File: config.mk
export PLATFORM = sky130hd
export DESIGN_NAME = granted_session_controller
export DESIGN_NICKNAME = d
export VERILOG_FILES = /design/src/rtl/session_pkg.sv /design/src/rtl/granted_session_controller.sv
export SDC_FILE = /design/constraint.sdc
export NUM_CORES = 1
export LEC_CHECK = 0
export BUFFER_PORTS_ARGS = -buffer_cell sky130_fd_sc_hd__clkbuf_2
export CORE_MARGIN = 1
export CORE_UTILIZATION = 25
export DETAILED_ROUTE_END_ITERATION = 10
export HOLD_SLACK_MARGIN = 0.06
export SLEW_MARGIN = 20
export SYNTH_ARGS = -nofsm -noshare
export SYNTH_HDL_FRONTEND = slang
export SYNTH_SLANG_ARGS = --single-unit
File: constraint.sdc
create_clock -name clk -period 2.1 [get_ports clk]
set_input_delay 0.21 -clock clk [delete_from_list [all_inputs] [get_ports clk]]
set_output_delay 0.21 -clock clk [all_outputs]
set_load 0.01 [all_outputs]
File: src/rtl/session_pkg.sv
// Shared types and helpers for the grant-driven session controller.
package session_pkg;

  localparam int NUM_MASTERS = 4;

  typedef enum logic [1:0] {
    IDLE,
    ACTIVE,
    DONE,
    SETTLE
  } sess_state_t;

  function automatic logic [1:0] onehot_to_idx(input logic [NUM_MASTERS-1:0] oh);
    logic [1:0] idx;
    idx = '0;
    for (int i = 0; i < NUM_MASTERS; i++) begin
      if (oh[i]) idx = 2'(i);
    end
    return idx;
  endfunction

  function automatic logic is_onehot(input logic [NUM_MASTERS-1:0] v);
    return (v != '0) && ((v & (v - NUM_MASTERS'(1))) == '0);
  endfunction

endpackage

File: src/rtl/granted_session_controller.sv
// Latches the arbiter's one-hot grant and forwards the owner's burst of m_len+1
// beats to the shared slave port, then pulses session_is_finished.
module granted_session_controller
  import session_pkg::*;
#(
  parameter int DW   = 32,
  parameter int LENW = 4
) (
  input  logic                                clk,
  input  logic                                rst_a,
  input  logic [NUM_MASTERS-1:0]              grant,
  output logic                                session_is_finished,
  input  logic [NUM_MASTERS-1:0][LENW-1:0]    m_len,
  input  logic [NUM_MASTERS-1:0]              m_valid,
  input  logic [NUM_MASTERS-1:0][DW-1:0]      m_data,
  output logic [NUM_MASTERS-1:0]              m_ready,
  output logic                                s_valid,
  output logic [DW-1:0]                       s_data,
  output logic                                s_last,
  output logic [1:0]                          s_id,
  input  logic                                s_ready,
  output logic                                busy,
  output logic                                protocol_err
);

  sess_state_t            state_q, state_d;
  logic [1:0]             id_q, id_d;
  logic [LENW-1:0]        len_q, len_d;
  logic [LENW-1:0]        cnt_q, cnt_d;
  logic                   err_q, err_d;
  logic                   fin_q, fin_d;
  logic                   busy_q, busy_d;

  logic                   active;
  logic                   beat_acc;
  logic                   last_beat;
  logic [NUM_MASTERS-1:0] owner_oh;
  logic [1:0]             grant_idx;

  assign active    = (state_q == ACTIVE);
  assign owner_oh  = NUM_MASTERS'(1) << id_q;
  assign grant_idx = onehot_to_idx(grant);
  assign last_beat = (cnt_q == len_q);

  // Forwarding path is combinational so a beat can move in the first ACTIVE cycle.
  assign s_valid   = active & m_valid[id_q];
  assign s_data    = m_data[id_q];
  assign s_last    = active & last_beat;
  assign s_id      = id_q;
  assign m_ready   = (active & s_ready) ? owner_oh : '0;
  assign beat_acc  = s_valid & s_ready;

  always_comb begin
    state_d = state_q;
    id_d    = id_q;
    len_d   = len_q;
    cnt_d   = cnt_q;
    err_d   = err_q;
    case (state_q)
      IDLE: begin
        if (is_onehot(grant)) begin
          id_d    = grant_idx;
          len_d   = m_len[grant_idx];
          cnt_d   = '0;
          state_d = ACTIVE;
        end else if (grant != '0) begin
          err_d = 1'b1;
        end
      end
      ACTIVE: begin
        // A moved or dropped grant is flagged but the session finishes on the latched owner.
        if (grant != owner_oh) err_d = 1'b1;
        if (beat_acc) begin
          if (last_beat) state_d = DONE;
          else           cnt_d   = cnt_q + LENW'(1);
        end
      end
      DONE:    state_d = SETTLE;
      // Arbiter grant is stale for one cycle after the pulse; ignore it here.
      SETTLE:  state_d = IDLE;
      default: state_d = IDLE;
    endcase
    fin_d  = (state_d == DONE);
    busy_d = (state_d != IDLE);
  end

  always_ff @(posedge clk or posedge rst_a) begin
    if (rst_a) begin
      state_q <= IDLE;
      id_q    <= '0;
      len_q   <= '0;
      cnt_q   <= '0;
      err_q   <= 1'b0;
      fin_q   <= 1'b0;
      busy_q  <= 1'b0;
    end else begin
      state_q <= state_d;
      id_q    <= id_d;
      len_q   <= len_d;
      cnt_q   <= cnt_d;
      err_q   <= err_d;
      fin_q   <= fin_d;
      busy_q  <= busy_d;
    end
  end

  assign session_is_finished = fin_q;
  assign busy                = busy_q;
  assign protocol_err        = err_q;

endmodule

### After elaboration in Yosys (flattened, before gate mapping)

Index checks and enable logic that the tools add are counted.

| storage, ports and cells | value |
|---|---|
| output and inout port bits | 43 |
| flip-flop bits (word level) | 15 |
| bits of input ports | 155 |
| logic and storage cells | 60 |

| cells by class | value |
|---|---|
| equality and inequality tests | 12 |
| magnitude comparators | 2 |
| bitwise operators | 5 |
| multiplexer cells | 22 |
| shift-type cells | 1 |
| reductions and logical operators | 9 |
| $add $sub $neg | 2 |

Operators by type and width:

| kind | count |
|---|---|
| binary-select mux 32 bit (select 2 bit) | 1 |
| two-way mux 32 bit | 1 |
| two-way mux 4 bit | 5 |
| two-way mux 2 bit | 5 |
| binary-select mux 4 bit (select 2 bit) | 1 |
| != test 2 bit, second input constant | 4 |
| one-hot mux 2 bit (4 select lines) | 1 |
| one-hot mux 4 bit (2 select lines) | 1 |
| AND reduction 4 bit | 2 |
| equality test 2 bit, second input constant | 3 |
| < comparator 2 x 3 -> 1 bit, second input constant | 2 |
| two-way mux 1 bit | 5 |
| adder 4 x 1 -> 4 bit, second input constant | 1 |
| AND 1 bit | 4 |
| AND 4 bit | 1 |
| equality test 4 bit | 1 |
| zero test 4 bit | 1 |
| != test 2 x 1 -> 1 bit, second input constant | 2 |
| != test 4 bit | 1 |
| nonzero test 2 bit | 2 |
| nonzero test 4 bit | 1 |
| << shifter 1 x 2 -> 4 bit, first input constant | 1 |
| subtractor 4 x 1 -> 4 bit, second input constant | 1 |
| binary-select mux 1 bit (select 2 bit) | 1 |
| 5 further kinds | 5 |

### Logic depth before layout (Yosys ltp)

| logic depth | value |
|---|---|
| word-level depth | 7 |
| gate-level depth with buffers | 7 |
| mapped depth without buffers | 5 |

### Worst setup path after synthesis

No wires, ideal clock.

| timing | value |
|---|---|
| path kind | flip-flop to output port |
| from | register id_q[0], in the netlist s_id[0] |
| to | output port s_data[10] |
| stages on the path, launching flop included | 4 |
| arrival | 1.524 ns |
| path buffers | 2 |
| slack | 0.366 ns |
| required time | 1.890 ns |
| cell sequence | dfrtp_1 -> buf_4 -> buf_2 -> mux4_2 |

| on the way | value |
|---|---|
| longest elaborated chain between the ends | 2 |

RTL lines:

| item | RTL line | source |
|---|---|---|
| start, declared | granted_session_controller.sv:27 | `logic [1:0] id_q, id_d;` |
| start signal, assigned | granted_session_controller.sv:98 | `id_q <= id_d;` |
| binary-select mux 32 bit (select 2 bit) | granted_session_controller.sv:47 | `assign s_data = m_data[id_q];` |
| two-way mux 32 bit (implied by the code) | granted_session_controller.sv:47 |  |
| end, declared | granted_session_controller.sv:18 | `output logic [DW-1:0] s_data,` |

Every way passes these cells. The select of a mux whose other input is x is not followed.

### Worst setup path after layout

| timing | value |
|---|---|
| from | register id_q[0], in the netlist s_id[0] |
| to | output port s_data[9] |

Same word-level chain as after synthesis.

==> impl_metrics.json <==
{
  "power.leakage_nw": 1.51,
  "ys.flop_type": "dfrtp_1",
  "syn_area_sq_um": 1760,
  "reg2reg_depth": 5,
  "clock.fmax_mhz": 506,
  "drt_iter0_markers": 37,
  "setup_violations": 0,
  "r2r_start": "s_id[0]",
  "ys_async_sr_fraction_pct": 100,
  "cp-end-kind": "output pin",
  "dp_hpwl_microns": 6910,
  "ios": 198,
  "hp-start": "grant[0]",
  "fin_crit_sh_pct": 94.1,
  "netlist_instances": 157,
  "die_area_sq_um": 7380,
  "synth_warnings": 0,
  "yosysSeqAreaShare_pct": 21.3,
  "antenna_found_initial": 0,
  "synth_edf_count": 0,
  "route.detailed.drc": 0,
  "hold_path_class": "in -> reg",
  "cts_root_buf": "clkbuf_8",
  "rsz0062_at_grt": "no",
  "maxCapViolations": 0,
  "port_buffers": 197,
  "via_count": 2166,
  "die_w_microns": 85.9,
  "drive_gt1_share_pct": 69.6,
  "worst_pin_slew_ps": 557,
  "cts-buffers-inserted": 3,
  "worstSkewPairLatency_ps": 240,
  "grt_pass1_vias": 2198,
  "gp_congestion": 1.01,
  "firstDrtPassIters": 4,
  "clockBufferDepth": 2,
  "diodes": 0,
  "rows": 30,
  "synth_cell_types": 34,
  "ir_drop_uv": 536,
  "initial_core_util_pct": 25.9,
  "slew_violations": 0,
  "wl_microns": 7680,
  "cts_tree": "built",
  "final_util_pct": 42.8,
  "fin_setup_tns_ps": 0,
  "cp-start-kind": "flop",
  "final_hold_viol_count": 0,
  "grtUsageTotal_pct": 20.6,
  "area_delta_synth_final_pct": 65.0,
  "post-place-ws_ps": 313,
  "synth_most_common_cell": "mux4_2",
  "relSlewSlack_pct": 62.9,
  "nNetsFinal": 506,
  "path_class": "reg -> out",
  "grt_max_degree": 23,
  "period_needed_ps": 1980,
  "status": "finished, final reports clean",
  "netlist_top_cells_count": "mux4_2 (33), dfrtp_1 (15), nor2_1 (15), nand2_1 (9), a21oi_1 (8)",
  "cp_data_arrival_time_ps": 1770,
  "hold_slack_ps": 298,
  "core_area_sq_um": 6790,
  "synthTopCellsByArea": "mux4_2 (42%), dfrtp_1 (21%), xnor2_1 (3.5%), nor2_1 (3.2%), a21oi_1 (2.3%)",
  "avgRoutedWirePerCell_microns": 17.3,
  "yosysTopAreaCell": "mux4_2",
  "grt_pass1_wl_microns": 11600,
  "worst_hold_path.num_cells": 3,
  "ys_ff_latch": 15,
  "synth_nets": 313,
  "syn_avg_cell_area_sq_um": 11.2,
  "die_h_microns": 85.9,
  "synth.top_cell.area_share_pct": 42.2,
  "layout_setup_ws_ps": 124,
  "power_density_nw_per_um2": 999,
  "drtAntennaViolNets": 0,
  "crit_fanout": 12,
  "grt_overflow_total": 0,
  "critical_path_required_ps": 1890,
  "viasPerCell": 4.87,
  "clk_pin_slew_ps": 60,
  "clock_sinks": 15,
  "worstSetupStartpoint": "s_id[0]",
  "post_cts.repair.setup_buffers": 0,
  "htreeDepth": 1,
  "skew_ps": 2.27
}
## cell type report
class,instances,area [sq um]
fillers,685,3890
multi-input cells,124,1310
repair buffers,203,1050
flip-flops and latches,15,378
well taps,96,120
clock buffers,4,45.0
inverters,3,11.3
## worst paths after layout
path	end	slack (ps)
max in group asynchronous	s_id[1]	1160
setup reg to reg	cnt_q[3]	390
hold / removal	protocol_err	300
hold reg to reg	protocol_err	500
setup / recovery	s_data[9]	120
min in group asynchronous	len_q[1]	540
## metal layers
metal / global-route usage, % / vias to the layer above / share of wire [%]
li1: - / 1007 / -
met4: 5.00 / 0 / 1.9
met2: 39.2 / 123 / 53
met1: 23.9 / 1022 / 37
met5: 0 / - / 0
met3: 3.37 / 14 / 8.3
## kinds of logic after synthesis
family,synth area share (%)
AND/OR/NAND/NOR,15.9
multiplexers,44.5
adder cells (fa/ha/maj),0.711
AO/OA/AOI/OAI,9.52
flip-flops,21.3
buffers and inverters,4.55
XOR/XNOR,3.48
## state kept, by name (all words and copies together) (netlist names)
name                 count
busy                     1
cnt_q                    4
len_q                    4
protocol_err             1
s_id                     2
session_is_finished      1
state_q                  2
## metrics by stage
| stage | power, mW | cell area, sq um | std cells |
|---|---|---|---|
| floorplan | 1.89 | 1760 | 157 |
| global placement | 2.72 | 2850 | 440 |
| detailed placement | 2.73 | 2850 | 440 |
| CTS | 2.96 | 2910 | 445 |
| global route | 3.12 | 2910 | 445 |
| finish | 2.90 | 2910 | 445 |
## worst max-delay path: stages, from the launching register on
cell	delay, ps
dfrtp_2	570
buf_4	260
mux4_2	550
clkbuf_2	150
## repair_timing
| action | in CTS | in global routing |
|---|---|---|
| endpoints found under the setup margin | 0 | 0 |
| resized for setup | 0 | 0 |
| hold endpoints to repair | 15 | 0 |
| hold buffers | 1 | 0 |
## report_power, final
| group | switching, mW | internal, mW | total [mW] |
|---|---|---|---|
| clock network | 0.0906 | 0.134 | 0.224 |
| registers | 0.158 | 0.395 | 0.552 |
| logic | 1.03 | 1.10 | 2.13 |
| total | 1.28 | 1.63 | 2.90 |
## cell usage in the layout (no fill, tap or decap)
| cell | synthesis | final |
|---|---|---|
| o21ai_0 | 3 | 3 |
| and3_1 | 1 | 1 |
| clkbuf_2 | 0 | 197 |
| clkbuf_1 | 4 | 1 |
| buf_12 | 0 | 1 |
| nor2b_1 | 1 | 1 |
| nand3_1 | 6 | 6 |
| o211ai_1 | 5 | 5 |
| or3_1 | 1 | 1 |
| nor4_2 | 1 | 1 |
| nand3b_1 | 4 | 4 |
| mux4_2 | 33 | 33 |
| nor2_1 | 15 | 15 |
| o21bai_1 | 1 | 1 |
| dlygate4sd3_1 | 0 | 1 |
| nand2_1 | 9 | 9 |
| clkbuf_8 | 0 | 3 |
| a31oi_1 | 2 | 2 |
| mux2i_1 | 4 | 4 |
| nor3_1 | 5 | 5 |
| ha_1 | 1 | 1 |
| a21oi_1 | 8 | 8 |
| nand2b_1 | 4 | 4 |
| and4_1 | 1 | 1 |
| o21a_1 | 4 | 4 |
| o311a_1 | 1 | 1 |
| dfrtp_2 | 0 | 2 |
| nor4b_2 | 1 | 1 |
| o22ai_1 | 1 | 1 |
| and2_1 | 2 | 2 |
| xnor2_1 | 7 | 7 |
| inv_1 | 3 | 3 |
| dfrtp_1 | 15 | 13 |
| buf_4 | 1 | 4 |
| nand4_1 | 1 | 1 |
| nand2_2 | 1 | 1 |
| a41oi_1 | 1 | 1 |
Note: power is estimated with default switching activity, not from simulation.
